==> config.mk <==
export PLATFORM = sky130hd
export DESIGN_NAME = bsg_upstream_out_serializer_flat
export DESIGN_NICKNAME = d
export VERILOG_FILES = /design/src/rtl/bsg_upstream_out_serializer_if.sv /design/src/rtl/bsg_upstream_out_serializer.sv /design/src/flat_wrapper.sv
export SDC_FILE = /design/constraint.sdc
export NUM_CORES = 1
export LEC_CHECK = 0
export CORE_ASPECT_RATIO = 0.7
export CORE_MARGIN = 3
export CORE_UTILIZATION = 25
export DETAILED_ROUTE_END_ITERATION = 6
export PLACE_DENSITY = 0.53
export RECOVER_POWER = 100
export SLEW_MARGIN = 30
export SYNTH_ARGS = -nofsm -noshare
export SYNTH_HDL_FRONTEND = slang
export SYNTH_SLANG_ARGS = --single-unit
export TNS_END_PERCENT = 20
==> constraint.sdc <==
create_clock -name clk -period 5.5 [get_ports clk]
set_input_delay 0.825 -clock clk [delete_from_list [all_inputs] [get_ports clk]]
set_output_delay 0.825 -clock clk [all_outputs]
set_load 0.03 [all_outputs]
==> src/rtl/bsg_upstream_out_serializer_if.sv <==
`default_nettype none
// +----------------------------------------------------------------------------+
// | Module     : bsg_upstream_out_serializer_if                                |
// | Purpose    : Core-side handshake and link-side beat bus of the upstream    |
// |              serializer, bundled as one interface.                         |
// | Signals    : core_data_in   [CORE_W]        word offered by the core       |
// |              core_valid_in                  core offers a word             |
// |              core_ready_out                 serializer accepts the word    |
// |              io_token                       one link credit returned       |
// |              io_valid_out                   link beat valid                |
// |              io_data_out    [CHANNELS*CH_W] channel c at [c*CH_W +: CH_W]  |
// |              io_parity_out  [CHANNELS]      only with BSG_UPOUT_PARITY_EN  |
// | Modports   : slave  - serializer view                                      |
// |              master - core/link environment view                           |
// | Config     : BSG_UPOUT_PARITY_EN adds io_parity_out                        |
// | Revision   : 1.0  initial release                                          |
// +----------------------------------------------------------------------------+
interface bsg_upstream_out_serializer_if #(
  parameter int CORE_W   = 64,
  parameter int CHANNELS = 2,
  parameter int CH_W     = 8
);
  logic [CORE_W-1:0]        core_data_in;
  logic                     core_valid_in;
  logic                     core_ready_out;
  logic                     io_token;
  logic                     io_valid_out;
  logic [CHANNELS*CH_W-1:0] io_data_out;
`ifdef BSG_UPOUT_PARITY_EN
  logic [CHANNELS-1:0]      io_parity_out;
`endif

  modport slave (
    input  core_data_in,
    input  core_valid_in,
    input  io_token,
    output core_ready_out,
    output io_valid_out,
    output io_data_out
`ifdef BSG_UPOUT_PARITY_EN
    , output io_parity_out
`endif
  );

  modport master (
    output core_data_in,
    output core_valid_in,
    output io_token,
    input  core_ready_out,
    input  io_valid_out,
    input  io_data_out
`ifdef BSG_UPOUT_PARITY_EN
    , input io_parity_out
`endif
  );
endinterface
`default_nettype wire

==> src/rtl/bsg_upstream_out_serializer.sv <==
`default_nettype none
// +----------------------------------------------------------------------------+
// | Module     : bsg_upstream_out_serializer                                   |
// | Purpose    : Upstream link transmitter. Takes one CORE_W-bit word from the |
// |              core and sends it over CHANNELS x CH_W-bit link channels in   |
// |              BEATS consecutive cycles, gated by token credits.             |
// | Ports      : clk, rst (synchronous, active-high)                           |
// |              link       - bsg_upstream_out_serializer_if.slave             |
// |              sent_cnt   [CNT_W]  words started (wraps)                     |
// |              finish_cnt [CNT_W]  words fully sent (wraps)                  |
// |              credit_cnt [CR_W]   available credits                         |
// |              credit_err          sticky token-overflow flag                |
// | Config     : BSG_UPOUT_PARITY_EN adds registered per-channel even parity   |
// |              on link.io_parity_out                                         |
// | Revision   : 1.0  initial release                                          |
// +----------------------------------------------------------------------------+
module bsg_upstream_out_serializer #(
  parameter  int CORE_W   = 64,
  parameter  int CHANNELS = 2,
  parameter  int CH_W     = 8,
  parameter  int CREDITS  = 4,
  parameter  int CNT_W    = 7,
  localparam int CR_W     = $clog2(CREDITS + 1)
) (
  input  wire logic                 clk,
  input  wire logic                 rst,
  bsg_upstream_out_serializer_if.slave link,
  output logic [CNT_W-1:0]          sent_cnt,
  output logic [CNT_W-1:0]          finish_cnt,
  output logic [CR_W-1:0]           credit_cnt,
  output logic                      credit_err
);

  localparam int BEAT_W = CHANNELS * CH_W;
  localparam int BEATS  = CORE_W / BEAT_W;
  localparam int STEP_W = (BEATS > 1) ? $clog2(BEATS) : 1;

  localparam logic [STEP_W-1:0] LAST_STEP   = STEP_W'(BEATS - 1);
  localparam logic [CR_W-1:0]   CREDITS_MAX = CR_W'(CREDITS);

  typedef enum logic [0:0] {
    IDLE = 1'b0,
    SEND = 1'b1
  } state_t;

  state_t              state_q, state_n;
  logic [STEP_W-1:0]   step_q, step_n;
  logic [CORE_W-1:0]   word_q, word_n;
  logic [BEAT_W-1:0]   data_q, data_n;
  logic                valid_q, valid_n;
  logic [CNT_W-1:0]    sent_n, finish_n;
  logic [CR_W-1:0]     credit_n;
  logic                err_n;
  logic                ready;
  logic                accept;
  logic [STEP_W-1:0]   step_inc;

  // ready is forced low while rst is held so nothing is accepted in the reset cycle
  assign ready    = (state_q == IDLE) && (credit_cnt != '0) && !rst;
  assign accept   = link.core_valid_in && ready;
  assign step_inc = step_q + STEP_W'(1);

  // The beat register is loaded on the accept edge, so beat 0 is already on the
  // link during the first SEND cycle; each SEND cycle preloads the following beat.
  always_comb begin
    state_n  = state_q;
    step_n   = step_q;
    word_n   = word_q;
    data_n   = data_q;
    valid_n  = 1'b0;
    sent_n   = sent_cnt;
    finish_n = finish_cnt;
    case (state_q)
      IDLE: begin
        if (accept) begin
          word_n  = link.core_data_in;
          data_n  = link.core_data_in[BEAT_W-1:0];
          valid_n = 1'b1;
          step_n  = '0;
          sent_n  = sent_cnt + CNT_W'(1);
          state_n = SEND;
        end
      end
      SEND: begin
        if (step_q == LAST_STEP) begin
          finish_n = finish_cnt + CNT_W'(1);
          step_n   = '0;
          state_n  = IDLE;
        end else begin
          step_n  = step_inc;
          data_n  = word_q[int'(step_inc) * BEAT_W +: BEAT_W];
          valid_n = 1'b1;
        end
      end
      default: state_n = IDLE;
    endcase
  end

  // Simultaneous accept and token cancel out; an overflowing token saturates.
  always_comb begin
    credit_n = credit_cnt;
    err_n    = credit_err;
    if (link.io_token && !accept) begin
      if (credit_cnt == CREDITS_MAX) begin
        err_n = 1'b1;
      end else begin
        credit_n = credit_cnt + CR_W'(1);
      end
    end else if (accept && !link.io_token) begin
      credit_n = credit_cnt - CR_W'(1);
    end
  end

  always_ff @(posedge clk) begin
    if (rst) begin
      state_q    <= IDLE;
      step_q     <= '0;
      word_q     <= '0;
      data_q     <= '0;
      valid_q    <= 1'b0;
      sent_cnt   <= '0;
      finish_cnt <= '0;
      credit_cnt <= CREDITS_MAX;
      credit_err <= 1'b0;
    end else begin
      state_q    <= state_n;
      step_q     <= step_n;
      word_q     <= word_n;
      data_q     <= data_n;
      valid_q    <= valid_n;
      sent_cnt   <= sent_n;
      finish_cnt <= finish_n;
      credit_cnt <= credit_n;
      credit_err <= err_n;
    end
  end

  assign link.core_ready_out = ready;
  assign link.io_valid_out   = valid_q;
  assign link.io_data_out    = data_q;

`ifdef BSG_UPOUT_PARITY_EN
  logic [CHANNELS-1:0] parity_n;
  logic [CHANNELS-1:0] parity_q;

  // Parity is computed from the next beat so it stays aligned with io_data_out.
  for (genvar c = 0; c < CHANNELS; c++) begin : g_parity
    assign parity_n[c] = ^data_n[c*CH_W +: CH_W];
  end

  always_ff @(posedge clk) begin
    if (rst) begin
      parity_q <= '0;
    end else begin
      parity_q <= parity_n;
    end
  end

  assign link.io_parity_out = parity_q;
`endif

endmodule
`default_nettype wire

==> src/flat_wrapper.sv <==
// flat-port wrapper written by rule: the top's interface ports become plain ports
module bsg_upstream_out_serializer_flat 
#(
  parameter  int CORE_W   = 64,
  parameter  int CHANNELS = 2,
  parameter  int CH_W     = 8,
  parameter  int CREDITS  = 4,
  parameter  int CNT_W    = 7,
  localparam int CR_W     = $clog2(CREDITS + 1)
)
  (clk, rst, sent_cnt, finish_cnt, credit_cnt, credit_err, link_core_data_in, link_core_valid_in, link_io_token, link_core_ready_out, link_io_valid_out, link_io_data_out);
  bsg_upstream_out_serializer_if #(.CORE_W(CORE_W), .CHANNELS(CHANNELS), .CH_W(CH_W)) link_i ();
  input  wire logic clk;
  input  wire logic rst;
  output logic [CNT_W-1:0] sent_cnt;
  output logic [CNT_W-1:0] finish_cnt;
  output logic [CR_W-1:0] credit_cnt;
  output logic credit_err;
  input wire logic [$bits(link_i.core_data_in)-1:0] link_core_data_in;
  input wire logic [$bits(link_i.core_valid_in)-1:0] link_core_valid_in;
  input wire logic [$bits(link_i.io_token)-1:0] link_io_token;
  output wire logic [$bits(link_i.core_ready_out)-1:0] link_core_ready_out;
  output wire logic [$bits(link_i.io_valid_out)-1:0] link_io_valid_out;
  output wire logic [$bits(link_i.io_data_out)-1:0] link_io_data_out;
  assign link_i.core_data_in = link_core_data_in;
  assign link_i.core_valid_in = link_core_valid_in;
  assign link_i.io_token = link_io_token;
  assign link_core_ready_out = link_i.core_ready_out;
  assign link_io_valid_out = link_i.io_valid_out;
  assign link_io_data_out = link_i.io_data_out;
  bsg_upstream_out_serializer #(.CORE_W(CORE_W), .CHANNELS(CHANNELS), .CH_W(CH_W), .CREDITS(CREDITS), .CNT_W(CNT_W)) u_core (.clk(clk), .rst(rst), .link(link_i), .sent_cnt(sent_cnt), .finish_cnt(finish_cnt), .credit_cnt(credit_cnt), .credit_err(credit_err));
endmodule
==> metrics.txt, run 1 <==
status finished, violations left; failing checks capacitance limit, slew limit; crit path cell chain dlygate4sd3_1, nor3b_1, nand2_2, clkbuf_2, a21oi_1, mux2_2; switching share of power between 20 and 30%; die width 162.9 um; mean post-synth cell area 8.576 sq um; Primary FF master, synth dfxtp_1; delay-heaviest family, CP buffers and inverters; measured slew at the worst slew-check pin 1.561 ns; # H-tree levels 3; Post-Synthesis Cells 502; placed wire-length estimate 8751 um; share of layout cells above drive strength 1 7.155%; CTS tree yes; top cell type's share of synthesized area around 47%; Psw 0.5334 mW; Crit path depth 6; Slew headroom -4.091%; R2R setup slack 2.27 ns; Antenna Nets Post-Route 0; crit path to u_core.credit_cnt[0]; Yosys warning count 0; Clock power frac 35.4%; global route total overflow 0; final setup fails 0; sequential share of power around 45%; Worst VDD drop 0.1537 mV; Crit Path Category input pin to register; Final Skew 0.007333 ns; Avg WL per Cell 15.78 um; Pint 1.292 mW; initial antenna violation count 2; CP endpoint kind register; #FFs+latches synth 101; Sequential cell area 2022 sq um; All-Layer GR Usage 13.58%; Clock Latency Late Sink roughly 0.34 ns; post-route setup TNS 0 ns; Hold/Removal Path Class register to register; most common cell after layout, fill and taps aside nand2_1; root buffer cell clkbuf_16; vias in the first global route 3,633; final worst path period need 3.678 ns; reg2reg end u_core.credit_cnt[0]; area of the multi-input gates 2056 sq um; number of synthesized flops with an enable pin 0; crit path DAT roughly 4 ns; routed vias/inst ~4.7; Worst setup SP type input pin; power per cell area 317.5 nW/um^2; cts hold-fix bufs 0; Final Max Slew Viols 20; buffers and inverters on the worst path 2; # resized after CTS 0; Lkg Pwr 2.038 nW; Die Y 115.8 um; first-pass GRT wire length 20,030 um; Fillers 1,737; Logic pwr share approximately 20%; number of distinct library cells after synthesis 40; NumNets Final around 650; most frequent cells in the layout 153 x nand2_1, 101 x dfxtp_1, 84 x a21oi_1; area of the mapped netlist 4305 sq um; hold_ws 0.4526 ns; largest area contributor in the netlist dfxtp_1; f_max 271.9 MHz; diode count 0; Area Overhead vs Synth 33.54%; pin count of the biggest net entering global routing ~110; post-synth net total between 500 and 600; Starting Density between 20% and 30%; Final period util 66.88%; post-CTS setup buffer count 0; Clock Tree Buf Depth 2; Worst path slowest cell nor3b_1; first drt pass iteration count 5; FP Rows 39; Maximum Capacitance Violations 1; synth top area cells dfxtp_1 47%, nand2_1 13%, a21oi_1 9.8%, mux4_2 8.4%, nor2_1 3.1%; worst r2r path cells 6; RR Startpoint u_core.state_q; DRC errors left 0; Total Wirelength about 13,000 um; asr flop ratio synth 0%; Die ar. between 15,000 and 20,000 sq um; Worst Path Max Fanout 69; number of port buffers roughly 100; CTS buffer count 9; slowest stage delay, CP 0.79 ns; unrepaired setup endpoints after global routing false; Worst-path clk slew 0.07 ns; core area 16,590 sq um; hold_sp u_core.word_q[53]; # IOs approximately 100; DR vias 3,780; final hold vios 0; worst path required time 5.73 ns; Worst Setup SP link_core_valid_in; RD Place Congestion 0.7405; post-synthesis sequential area ratio 46.96%; clock sink count 101; DRT iter0 DRCs ~400
-- layout make-up --
type | count | share of cell area, %
inverters | 2 | 0.1306
repair buffers | 108 | 18.85
multi-input cells | 360 | 35.76
clock inverters | 6 | 1.219
flip-flops and latches | 101 | 35.17
clock buffers | 10 | 3.983
well taps | 225 | 4.897
-- per-stage QoR --
stage	cells	setup WS, ns	area, sq um	util [%]	total power, mW
2_1_floorplan	502	2.850	4305	-	1.056
4_1_cts	811	2.419	5736	34.57	1.853
3_3_place_gp	795	2.028	5433	32.75	1.199
6_report	812	1.822	5749	34.65	1.826
3_5_place_dp	795	2.080	5436	32.77	1.205
5_1_grt	812	1.604	5749	34.65	1.911
-- power groups by stage --
stage / combinational (mW) / clock, mW / sequential, mW
floorplan: 0.186 / 0 / 0.870
global placement: 0.367 / 0 / 0.831
detailed placement: 0.372 / 0 / 0.833
CTS: 0.373 / 0.663 / 0.816
global route: 0.399 / 0.689 / 0.823
finish: 0.364 / 0.646 / 0.816
-- worst min-delay path by stage --
| stage | to | cells after the start |
|---|---|---|
| 2_1_floorplan | u_core.word_q[48] | 2 |
| 3_3_place_gp | u_core.word_q[10] | 2 |
| 3_5_place_dp | u_core.word_q[35] | 2 |
| 4_1_cts | u_core.word_q[53] | 2 |
| 5_1_grt | u_core.word_q[35] | 2 |
| 6_report | u_core.word_q[53] | 2 |
-- synthesized netlist by cell type (3+ instances only) --
library cell  count
nand2_1         153
buf_4             7
mux4_2           16
buf_2             8
nor2_1           35
nand4_1           3
buf_6             4
a211oi_1         15
xor2_1            6
dfxtp_1         101
xnor2_1           6
nor3_1            6
nand3_1           4
a31oi_1           3
clkbuf_1         20
ha_1              3
a21oi_1          84
-- sequential cells by signal (all words and copies together) (netlist names) --
register / flops
u_core.credit_err: 1
u_core.credit_cnt: 3
u_core.state_q: 1
u_core.link.io_data_out: 16
u_core.step_q: 2
u_core.sent_cnt: 7
u_core.word_q: 64
u_core.finish_cnt: 7
-- per-layer routing --
metal | vias to the layer above | global-route usage (%) | part of all wire (%)
li1 | 1861 | - | -
met5 | - | 0 | 0.18
met1 | 1768 | 20.26 | 51
met3 | 13 | 5.002 | 8.1
met4 | 4 | 2.873 | 0.98
met2 | 134 | 18.56 | 40
-- logic make-up after synthesis --
logic type	Yosys count	synth area share, %
adders and majority gates	4	1.337
DFF	101	46.96
AOI/OAI and AO/OA	111	14.94
xor gates and xnor gates	12	2.441
muxes	18	8.864
buffers and inverters	41	5.115
and+or+nand+nor	215	20.34
-- tightest hold or removal path, cell delays in order (launching register included) --
cell and delay, ns:
dfxtp_1 0.31, nand2_1 0.05, a21oi_1 0.05
Note: power is estimated with default switching activity, not from simulation.
==> run 2, diff against run 1 <==
Clock period 5.5 ns to 3.4 ns, I/O delays scaled along.
==> run 2 against run 1 <==
  * The run still ends with capacitance limit, slew limit left
  * Highest routed layer unchanged
  * Cell count up 0.37%
  * Final area down 0.35%
  * Hold slack worse by 0.020 ns
  * First-iteration DRC count down 31%
  * Critical path type unchanged
  * Clock skew down 0.0015 ns
  * Via count down 2.3%
  * Worst setup slack worse by 1.1 ns
  * Global-route usage up 0.051 points
==> metrics.txt, run 2 (synthesized netlist as in run 1, its figures left out) <==
status finished, violations left; failing checks capacitance limit, slew limit; final core occ 34.53%; initial antenna violation count 2; Avg WL per Cell roughly 16 um; final setup fails 0; root buffer cell clkbuf_16; first drt pass iteration count 4; worst path required time 3.66 ns; worst r2r path cells 4; core area 16,590 sq um; die width 162.9 um; Lkg Pwr 2.034 nW; Worst setup SP type input pin; Clock Latency Late Sink 0.34 ns; most frequent cells in the layout 153 x nand2_1, 101 x dfxtp_1, 84 x a21oi_1; Worst-path clk slew 0.07 ns; FP Rows 39; Die ar. 18,860 sq um; diode count 0; Total Wirelength 12,850 um; pin count of the biggest net entering global routing 97; Final period util 80.07%; Crit Path Category input pin to register; Slew headroom -4.714%; DRT iter0 DRCs 275; Worst VDD drop 0.2197 mV; Antenna Nets Post-Route 0; Place WS 0.6875 ns; unrepaired setup endpoints after global routing false; global route total overflow 0; Worst Setup SP link_core_valid_in; first-pass GRT wire length roughly 20,000 um; Reg with most FFs u_core.word_q; # resized after CTS 0; RR Startpoint u_core.credit_cnt[2]; most common cell after layout, fill and taps aside nand2_1; number of port buffers 103; final worst slack slightly below 0.7 ns; NumNets Final about 660; Starting Density 25.95%; post-route setup TNS 0 ns; overall power 2.870 mW; Hold/Removal Path Class input pin to register; post-CTS setup buffer count 0; measured slew at the worst slew-check pin between 1.5 and 2 ns; final hold vios 0; CP endpoint kind register; hold_ws 0.4322 ns; share of layout cells above drive strength 1 6.949%; final worst path period need 2.722 ns; # H-tree levels 3; Worst Path Max Fanout 23; Final Skew between 0.005 and 0.006 ns; vias in the first global route 3,698; Maximum Capacitance Violations 1; Final Max Slew Viols 18; f_max 367.3 MHz; placed wire-length estimate 9053 um; crit path to u_core.word_q[0]; R2R setup slack 0.83 ns; All-Layer GR Usage 13.63%; Clock Tree Buf Depth 2; routed vias/inst 4.530; DRC errors left 0; Die Y 115.8 um; Area Overhead vs Synth 33.07%; reg2reg end u_core.link.io_data_out[13]; CTS buffer count 9; CTS tree yes; # IOs 104; power per cell area roughly 500 nW/um^2; cts hold-fix bufs 0; max FFs per register 64; clock sink count 101; DR vias 3,692; RD Place Congestion 0.7519; crit path DAT 2.98 ns
## run 2: cell count changes in the layout (fill, tap and decap cells not counted), moves of 2 or more
| cell | previous run | this run |
|---|---|---|
| clkbuf_8 | 0 | 2 |
| clkbuf_1 | 2 | 5 |
| clkinvlp_4 | 2 | 0 |
| buf_4 | 2 | 5 |
## run 2: area by class of cell
| type | instances | area (sq um) |
|---|---|---|
| fillers | 1763 | 10860 |
| multi-input cells | 360 | 2047 |
| flip-flops and latches | 101 | 2022 |
| repair buffers | 111 | 1099 |
| well taps | 225 | 281.5 |
| clock buffers | 15 | 267.8 |
| inverters | 2 | 7.507 |
| clock inverters | 1 | 5.005 |
## run 2: worst min-delay path by stage
stage / start / endpoint / slack (ns) / depth (start not counted)
5_1_grt: rst / u_core.sent_cnt[6] / 0.44 / 2
4_1_cts: rst / u_core.sent_cnt[6] / 0.42 / 2
6_report: rst / u_core.sent_cnt[6] / 0.43 / 2
2_1_floorplan: u_core.word_q[48] / u_core.word_q[48] / 0.43 / 2
3_3_place_gp: u_core.word_q[29] / u_core.word_q[29] / 0.44 / 2
3_5_place_dp: u_core.word_q[22] / u_core.word_q[22] / 0.45 / 2
## run 2: worst max-delay path, cell delays in order
cell and delay, ns:
dlygate4sd3_1 0.55, or3b_1 0.53, nor2_4 0.57, clkbuf_1 0.52, nand2_1 0.13, a21oi_1 0.16
## run 2: power breakdown
group | leakage (nW) | switching, mW | internal (mW)
clock | 0.134 | 0.426 | 0.537
combinational | 1.08 | 0.340 | 0.247
sequential | 0.825 | 0.0531 | 1.27
total | 2.03 | 0.819 | 2.05
## run 2: per-stage QoR
step           cell area [sq um]  cells
3_5_place_dp                5475    799
3_3_place_gp                5475    799
4_1_cts                     5748    815
6_report                    5729    815
5_1_grt                     5729    815
2_1_floorplan               4305    502
## run 2: routing by layer
metal	wire length [um]	track usage (%)
met1	6748	20.53
met2	5134	19.06
met3	817	4.073
met4	131	3.042
met5	18	0
==> run 3, diff against run 2 <==
Clock period 3.4 ns to 2.7 ns, I/O delays scaled along.
==> run 3 against run 2 <==
  * The flow now finishes without violations
  * Flip-flop and latch count unchanged
  * Global-route usage fell by 0.30 points
  * Hold slack got worse by 0.089 ns
  * Sequential power up 26%
  * First-iteration DRC count fell by 2.9%
  * Worst setup slack got worse by 0.29 ns
  * Final area grew 0.63%
  * Register-to-register slack got worse by 0.43 ns
  * Via count increased by 0.30%
  * Count of clock-buffer cells in the layout is 3 lower
  * Sequential share of layout area shrank 0.22 points
  * Power rose by 28%
==> metrics.txt, run 3 (synthesized netlist as in run 1, its figures left out) <==
pin count of the biggest net entering global routing 70; Avg WL per Cell between 15 and 20 um; f_max approximately 430 MHz; post-route setup TNS 0 ns; Reg with most FFs u_core.word_q; hold_sp rst; crit path DAT 2.54 ns; placed wire-length estimate 8866 um; switching share of power 28.71%; final hold vios 0; Psw 1.051 mW; # resized after CTS 0; Worst Path Max Fanout 69; # H-tree levels 3; Clock power frac between 30% and 40%; cts hold-fix bufs 0; Lkg Pwr slightly above 2 nW; overall power 3.662 mW; Logic pwr share 20.0%; global route total overflow 0; max FFs per register 64; CP endpoint kind register; first-pass GRT wire length 19,700 um; Worst setup SP type input pin; sequential share of power 45.4%; final worst path period need 2.310 ns; vias in the first global route 3,597; Worst VDD drop about 0.30 mV; most frequent cells in the layout 154 x nand2_1, 101 x dfxtp_1, 84 x a21oi_1; RD Place Congestion 0.7865; power per cell area 635.2 nW/um^2; Total Wirelength roughly 12,000 um; NumNets Final 659; most common cell after layout, fill and taps aside nand2_1; CTS buffer count 9; status completed; Final Skew 0.005596 ns; Clock Latency Late Sink 0.34 ns; routed vias/inst 4.532; post-CTS setup buffer count 0; measured slew at the worst slew-check pin around 0.86 ns; worst path required time 2.93 ns; diode count 0; clock sink count between 100 and 150; Pint 2.611 mW; # IOs 104; Final Max Slew Viols 0; DR vias between 3,000 and 4,000; Area Overhead vs Synth 33.91%; hold_ws 0.3434 ns; Worst-path clk slew ~0.07 ns; DRC errors left 0; Starting Density 25.95%; Slew headroom 42.48%; Antenna Nets Post-Route 0; Crit Path Category input pin to register; Hold/Removal Path Class input pin to register; CTS tree yes; root buffer cell clkbuf_16; All-Layer GR Usage 13.33%; DRT iter0 DRCs around 270; core area between 15,000 and 20,000 sq um; Die ar. 18,860 sq um; Die Y 115.8 um; share of layout cells above drive strength 1 7.601%; first drt pass iteration count 4; final setup fails 0; Clock Tree Buf Depth 2; RR Startpoint u_core.credit_cnt[2]; final core occ a little over a third; Maximum Capacitance Violations 0; Fillers between 1,500 and 2,000; Worst Setup SP link_core_valid_in; FP Rows 39; die width 162.9 um; number of port buffers 103; Final period util 85.56%; initial antenna violation count 2; unrepaired setup endpoints after global routing false
==> run 3: cell count changes in the layout (fill, tap and decap cells not counted), sizes merged <==
cell | before | now
buf | 7 | 8
clkbuf | 17 | 15
clkinv | 2 | 3
inv | 1 | 2
clkinvlp | 0 | 1
==> run 3: layout make-up <==
type	count	area (sq um)	share of cell area, %
multi-input cells	360	2036	35.31
inverters	2	7.507	0.1302
clock inverters	4	30.03	0.5208
flip-flops and latches	101	2022	35.07
repair buffers	113	1122	19.47
well taps	225	281.5	4.883
clock buffers	12	266.5	4.622
==> run 3: path summary, 6_finish.rpt <==
check	slack, ns	to	depth (start not counted)
max	0.39	u_core.credit_cnt[0]	6
min reg2reg	0.45	u_core.word_q[57]	2
min	0.34	u_core.credit_cnt[1]	2
max reg2reg	0.40	u_core.credit_cnt[0]	5
==> run 3: metal layers <==
metal | routed length (um) | part of all wire [%] | global-route usage, % | vias up
li1 | - | - | - | 1873
met1 | 6588 | 53 | 20.48 | 1721
met2 | 4965 | 40 | 18.17 | 92
met3 | 666 | 5.4 | 3.608 | 13
met4 | 141 | 1.1 | 3.549 | 4
met5 | 26 | 0.21 | 0 | -
==> run 3: power by group through the flow <==
stage               logic (mW)  registers, mW  clock network, mW
floorplan                0.380           1.77                  0
global placement         0.759           1.69                  0
detailed placement       0.771           1.70                  0
CTS                      0.771           1.66               1.32
global route             0.801           1.68               1.37
finish                   0.731           1.66               1.27
==> run 3: worst max-delay path, stage by stage <==
cell and delay [ns]:
dlygate4sd3_1 0.55, nor3b_1 0.27, nand2_1 0.12, clkbuf_4 0.47
a21oi_1 0.36, mux2_2 0.36
==> run 3: through the flow <==
step / worst slack (ns) / cell area [sq um] / instances
6_report: 0.3899 / 5766 / 817
3_5_place_dp: 0.3724 / 5515 / 801
4_1_cts: 0.4781 / 5812 / 817
3_3_place_gp: 0.4125 / 5495 / 800
2_1_floorplan: 0.2029 / 4305 / 502
5_1_grt: 0.1706 / 5766 / 817
